### src/rtl/instr_prefetch_queue.sv
// Instruction prefetch queue.
// Issues sequential word-aligned fetch addresses to a variable-latency,
// in-order instruction memory over a request/grant port, buffers responses
// together with their PCs in a DEPTH-entry FIFO and hands them to the fetch
// stage under valid/ready. A redirect empties the FIFO, restarts fetching at
// the new PC and marks every outstanding request as to-be-discarded.
// Optional feature macro: PREFETCH_BYPASS_EN -- a response arriving while the
// FIFO is empty is presented to the fetch stage in the same cycle.
module instr_prefetch_queue #(
  parameter int          DEPTH    = 4,
  parameter logic [31:0] RESET_PC = 32'h0000_0000
) (
  input  logic                         clk,
  input  logic                         reset,
  output logic                         imem_req,
  output logic [31:0]                  imem_addr,
  input  logic                         imem_gnt,
  input  logic                         imem_rvalid,
  input  logic [31:0]                  imem_rdata,
  input  logic                         redirect,
  input  logic [31:0]                  redirect_pc,
  output logic                         fetch_valid,
  output logic [31:0]                  fetch_instr,
  output logic [31:0]                  fetch_pc,
  input  logic                         fetch_ready,
  output logic [$clog2(DEPTH+1)-1:0]   occupancy
);

  localparam int          CW      = $clog2(DEPTH + 1);
  localparam int          AW      = $clog2(DEPTH);
  localparam logic [CW-1:0] DEPTH_C = CW'(DEPTH);
  localparam logic [CW-1:0] ZERO_C  = {CW{1'b0}};
  localparam logic [CW-1:0] ONE_C   = {{(CW-1){1'b0}}, 1'b1};
  localparam logic [AW-1:0] PTR_ONE = {{(AW-1){1'b0}}, 1'b1};
  localparam logic [31:0] NOP     = 32'h0000_0013;

  // Architectural state
  logic [31:0]   next_pc_r;
  logic [31:0]   resp_pc_r;
  logic [31:0]   pc_mem_r    [DEPTH];
  logic [31:0]   instr_mem_r [DEPTH];
  logic [AW-1:0] wr_ptr_r;
  logic [AW-1:0] rd_ptr_r;
  logic [CW-1:0] count_r;
  logic [CW-1:0] inflight_r;
  logic [CW-1:0] discard_r;

  // Per-cycle decode
  logic [CW-1:0] live_s;
  logic [CW:0]   used_s;
  logic          credit_s;
  logic          grant_s;
  logic          resp_s;
  logic          drop_s;
  logic          keep_s;
  logic          pop_s;
  logic          push_s;
  logic          bypass_take_s;
  logic [CW-1:0] infl_after_resp_s;
  logic [31:0]   redirect_target_s;

  // Credit check: never have more requests outstanding than the FIFO can absorb
  always_comb begin
    live_s            = inflight_r - discard_r;
    used_s            = {1'b0, live_s} + {1'b0, count_r};
    credit_s          = (inflight_r < DEPTH_C) && (used_s < {1'b0, DEPTH_C});
    imem_req          = reset & ~redirect & credit_s;
    imem_addr         = next_pc_r;
    grant_s           = imem_req & imem_gnt;
    resp_s            = imem_rvalid & (inflight_r != ZERO_C);
    drop_s            = resp_s & (discard_r != ZERO_C);
    keep_s            = resp_s & (discard_r == ZERO_C) & ~redirect;
    infl_after_resp_s = inflight_r - {{(CW-1){1'b0}}, resp_s};
    redirect_target_s = redirect_pc & 32'hFFFF_FFFC;
    occupancy         = count_r;
  end

  // Fetch-side view of the head entry (or the bypassed response) and FIFO push/pop
  always_comb begin
    fetch_valid   = 1'b0;
    fetch_instr   = NOP;
    fetch_pc      = 32'h0000_0000;
    bypass_take_s = 1'b0;
    if (redirect) begin
      fetch_valid = 1'b0;
      fetch_instr = NOP;
      fetch_pc    = 32'h0000_0000;
    end else if (count_r != ZERO_C) begin
      fetch_valid = 1'b1;
      fetch_instr = instr_mem_r[rd_ptr_r];
      fetch_pc    = pc_mem_r[rd_ptr_r];
`ifdef PREFETCH_BYPASS_EN
    end else if (keep_s) begin
      fetch_valid   = 1'b1;
      fetch_instr   = imem_rdata;
      fetch_pc      = resp_pc_r;
      bypass_take_s = fetch_ready;
`endif
    end else begin
      fetch_valid = 1'b0;
      fetch_instr = NOP;
      fetch_pc    = 32'h0000_0000;
    end
    pop_s  = fetch_valid & fetch_ready & (count_r != ZERO_C);
    push_s = keep_s & ~bypass_take_s;
  end

  // Sequential state: redirect overrides grants, pushes and pops
  always_ff @(posedge clk or negedge reset) begin
    if (!reset) begin
      next_pc_r  <= RESET_PC;
      resp_pc_r  <= RESET_PC;
      wr_ptr_r   <= {AW{1'b0}};
      rd_ptr_r   <= {AW{1'b0}};
      count_r    <= ZERO_C;
      inflight_r <= ZERO_C;
      discard_r  <= ZERO_C;
      for (int i = 0; i < DEPTH; i++) begin
        pc_mem_r[i]    <= 32'h0000_0000;
        instr_mem_r[i] <= 32'h0000_0000;
      end
    end else if (redirect) begin
      next_pc_r  <= redirect_target_s;
      resp_pc_r  <= redirect_target_s;
      wr_ptr_r   <= {AW{1'b0}};
      rd_ptr_r   <= {AW{1'b0}};
      count_r    <= ZERO_C;
      inflight_r <= infl_after_resp_s;
      discard_r  <= infl_after_resp_s;
    end else begin
      if (grant_s) begin
        next_pc_r <= next_pc_r + 32'd4;
      end
      if (keep_s) begin
        resp_pc_r <= resp_pc_r + 32'd4;
      end
      if (push_s) begin
        pc_mem_r[wr_ptr_r]    <= resp_pc_r;
        instr_mem_r[wr_ptr_r] <= imem_rdata;
        wr_ptr_r              <= wr_ptr_r + PTR_ONE;
      end
      if (pop_s) begin
        rd_ptr_r <= rd_ptr_r + PTR_ONE;
      end
      count_r    <= count_r + {{(CW-1){1'b0}}, push_s} - {{(CW-1){1'b0}}, pop_s};
      inflight_r <= infl_after_resp_s + {{(CW-1){1'b0}}, grant_s};
      if (drop_s) begin
        discard_r <= discard_r - ONE_C;
      end
    end
  end

endmodule

### config.mk
export PLATFORM = sky130hd
export DESIGN_NAME = instr_prefetch_queue
export DESIGN_NICKNAME = d
export VERILOG_FILES = /design/src/rtl/instr_prefetch_queue.sv
export SDC_FILE = /design/constraint.sdc
export NUM_CORES = 1
export LEC_CHECK = 0
export BUFFER_PORTS_ARGS = -buffer_cell sky130_fd_sc_hd__buf_2
export CAP_MARGIN = 0
export CORE_UTILIZATION = 40
export CTS_BUF_LIST = sky130_fd_sc_hd__clkbuf_2
export DETAILED_ROUTE_END_ITERATION = 16
export GPL_TIMING_DRIVEN = 0
export PLACE_DENSITY = 0.58
export RECOVER_POWER = 50
export SYNTH_ARGS = -nofsm -noshare
export SYNTH_HDL_FRONTEND = slang
export SYNTH_SLANG_ARGS = --single-unit
export TNS_END_PERCENT = 5
### constraint.sdc
create_clock -name clk -period 3.2 [get_ports clk]
set_clock_uncertainty 0.2 [all_clocks]
set_input_delay 0.8 -clock clk [delete_from_list [all_inputs] [get_ports clk]]
set_output_delay 0.8 -clock clk [all_outputs]
set_load 0.03 [all_outputs]
==> metrics.txt <==
worst skew pair latency=approximately 0.99 ns; Critical Path Fanout Max=2; #FFs+latches synth=321; first-pass GRT wire length=63430 um; Tot GR Track Use=between 20% and 30%; Netlist Area Pre-Place=15460 um^2; post-synth cell types=53; Worst Path Buf+Inv=3; post-synth top area share=slightly above 50%; Clock Path Buffers=3; Setup TNS=-28.93 ns; DRC violations left=0; CP peak stage delay=roughly 0.4 ns; Root Buffer=clkbuf_2; via/cell ratio=5.185; first drt pass iteration count=5; PortBufs=~160; Mapped Avg Cell Area=13.35 um^2; dpl ws=-1.116 ns; VDD IR-drop max=0.0002534 V; Post-layout nets=approximately 1600; Worst Path Arrival=2.91 ns; vias in the first global route=11120; CTS tree=built; failing checks=negative setup slack; largest net degree at the start of global routing=120; Hold Crit Class=in -> reg; fin crit period=3.910 ns; final instance area=roughly 19000 um^2; Leak=8.970 nW; Detail Route Antenna Nets=0; delay-heaviest family, CP=adder cells; final hold vios=0; Area growth syn-to-layout=20.75%; Die Width=198.6 um; gr ovfl total=0; CP most frequent cell=inv_2; critical path capture point type=output pin; Max Cap Viol=0; number of I/O pins=171; fin crit share=122.2%; unrepaired setup endpoints after global routing=yes; Worst slew margin=a little under two fifths; Starting Density=between 40% and 50%; vias=approximately 11000; critical path data required time=2.20 ns; CTS buffer count=just under 90; Ys Warns=0; Worst-Margin Slew=0.9410 ns; die area=39450 um^2; First DRT Iteration DRCs=481; fin worst setup slack=-0.7105 ns; max-slew violation count=0; fillers=3462; Seq/Total Area, Yosys=51.95%; antenna violations before repair=2; Die H=198.6 um; hpwl dp=approximately 27000 um; top post-synthesis cells by area=dfrtp_1, mux2_2, mux4_2; routability congestion estimate=0.8431; Post-Syn Instances=1158; Fmax=approximately 0.26 GHz; share of layout cells above drive strength 1=45.79%; core area=between 30000 and 40000 um^2; worst path cell trace=inv_2 -> ha_4 -> inv_2 -> fa_2 -> xnor2_2 -> ha_2 -> nor4b_4 -> nand2_1 -> nor2_1 -> buf_4; Clk pin slew, worst setup/hold paths=0.11 ns; final setup vio count=78; most common cell after layout, fill and taps aside=dfrtp_1; Critical Path Slowest Stage Cell=dfrtp_1; Worst setup SP type=register; status=complete, but fails checks; Wirelength per Cell=19.67 um; Rows=slightly above 70; clk sinks=roughly 320; largest area contributor in the netlist=dfrtp_1; H-tree lvl count=3; PD cells=636.6 nW/um^2; Post-Route WL=40450 um; most frequent cells in the layout=dfrtp_1, mux2_2, buf_2; Post-DP Area=17000 um^2; CP Class=reg -> out; final design utilization=roughly 49%; Reg2Reg Setup Slack=-0.15 ns
==> path summary, 6_finish.rpt <==
check | start | end | cells past startpoint
max in group asynchronous | reset | instr_mem_r[114] | 3
max reg2reg | inflight_r[0] | inflight_r[1] | 13
min in group asynchronous | reset | imem_addr[11] | 3
min | imem_rvalid | discard_r[1] | 5
max | inflight_r[0] | imem_req | 10
min reg2reg | pc_mem_r[16] | pc_mem_r[16] | 1
==> layout make-up <==
type | instances | area, um^2 | share of cell area (%)
Clock inverter | 23 | 150.1 | 0.8041
Timing Repair Buffer | 232 | 1583 | 8.477
Multi-Input combinational cell | 738 | 7034 | 37.67
Antenna cell | 1 | 2.502 | 0.01340
Sequential cell | 321 | 8034 | 43.03
Inverter | 21 | 78.83 | 0.4222
Tap cell | 511 | 639.4 | 3.424
Clock buffer | 129 | 645.6 | 3.458
Buffer | 80 | 504.2 | 2.701
==> synthesized netlist by cell type (all sizes together) <==
cell type,n
a211oi,1
a21boi,4
a21o,1
a21oi,10
a31o,1
a31oi,5
and2,67
and3,9
and3b,1
and4,3
buf,47
clkbuf,34
conb,1
dfrtp,321
fa,2
ha,17
inv,21
mux2,258
mux2i,8
mux4,62
nand2,53
nand2b,1
nand3,38
nand3b,3
nand4,22
nand4b,2
nor2,34
nor2b,4
nor3,10
nor4,11
nor4b,1
o211ai,9
o21ai,31
o21ba,1
o311a,2
o311ai,4
o31a,2
o31ai,1
or2,1
or3,9
or4,1
xnor2,23
xor2,22
==> worst min-delay path, delay by kind of cell <==
family / cells / cell delay (ns)
AOI/OAI and AO/OA: 3 / 0.28
buffers and inverters: 2 / 0.25
==> routing by layer <==
metal / wire length (um) / track usage (%) / part of all wire, %
met1: 18210 / 29.10 / 45
met2: 19260 / 33.40 / 48
met5: 0 / 0 / 0
met3: 1989 / 4.900 / 4.9
met4: 984 / 7.920 / 2.4
==> per-stage QoR <==
step	std cells	total power [mW]	hold WS, ns
floorplan	1161	7.652	0.2751
global placement	1836	8.659	0.2837
detailed placement	1838	8.745	0.2902
CTS	2055	12.03	0.08397
global route	2056	12.65	0.1400
finish	2056	11.89	0.2007
==> state kept, by name (all words and copies together) (netlist names) <==
| register | flops |
|---|---|
| discard_r | 3 |
| imem_addr | 30 |
| inflight_r | 3 |
| instr_mem_r | 128 |
| occupancy | 3 |
| pc_mem_r | 120 |
| rd_ptr_r | 2 |
| resp_pc_r | 30 |
| wr_ptr_r | 2 |
==> logic make-up (layout without fill, tap and decap cells) <==
family                   Yosys count  after routing  synth area share, %
other                              1              5              0.02425
AO/OA/AOI/OAI                     72             72                2.929
adder cells (fa/ha/maj)           19             19                1.634
multiplexers                     328            328                28.34
AND/OR/NAND/NOR                  270            270                9.580
buffers and inverters            102            485                3.002
flip-flops                       321            321                51.95
XOR/XNOR                          45             45                2.549
==> timing repair <==
| item | in CTS | in global routing |
|---|---|---|
| endpoints found under the setup margin | 97 | 99 |
| hold buffers | 65 | 0 |
| hold endpoints to repair | 276 | 0 |
| pin swaps | 7 | 4 |
| setup buffers | 1 | 0 |
| resized for setup | 62 | 9 |
==> report_power, final <==
part / switching [mW] / internal, mW
sequential: 0.484 / 4.72
clock: 1.75 / 1.23
combinational: 1.87 / 1.83
Note: power is estimated with default switching activity, not from simulation.
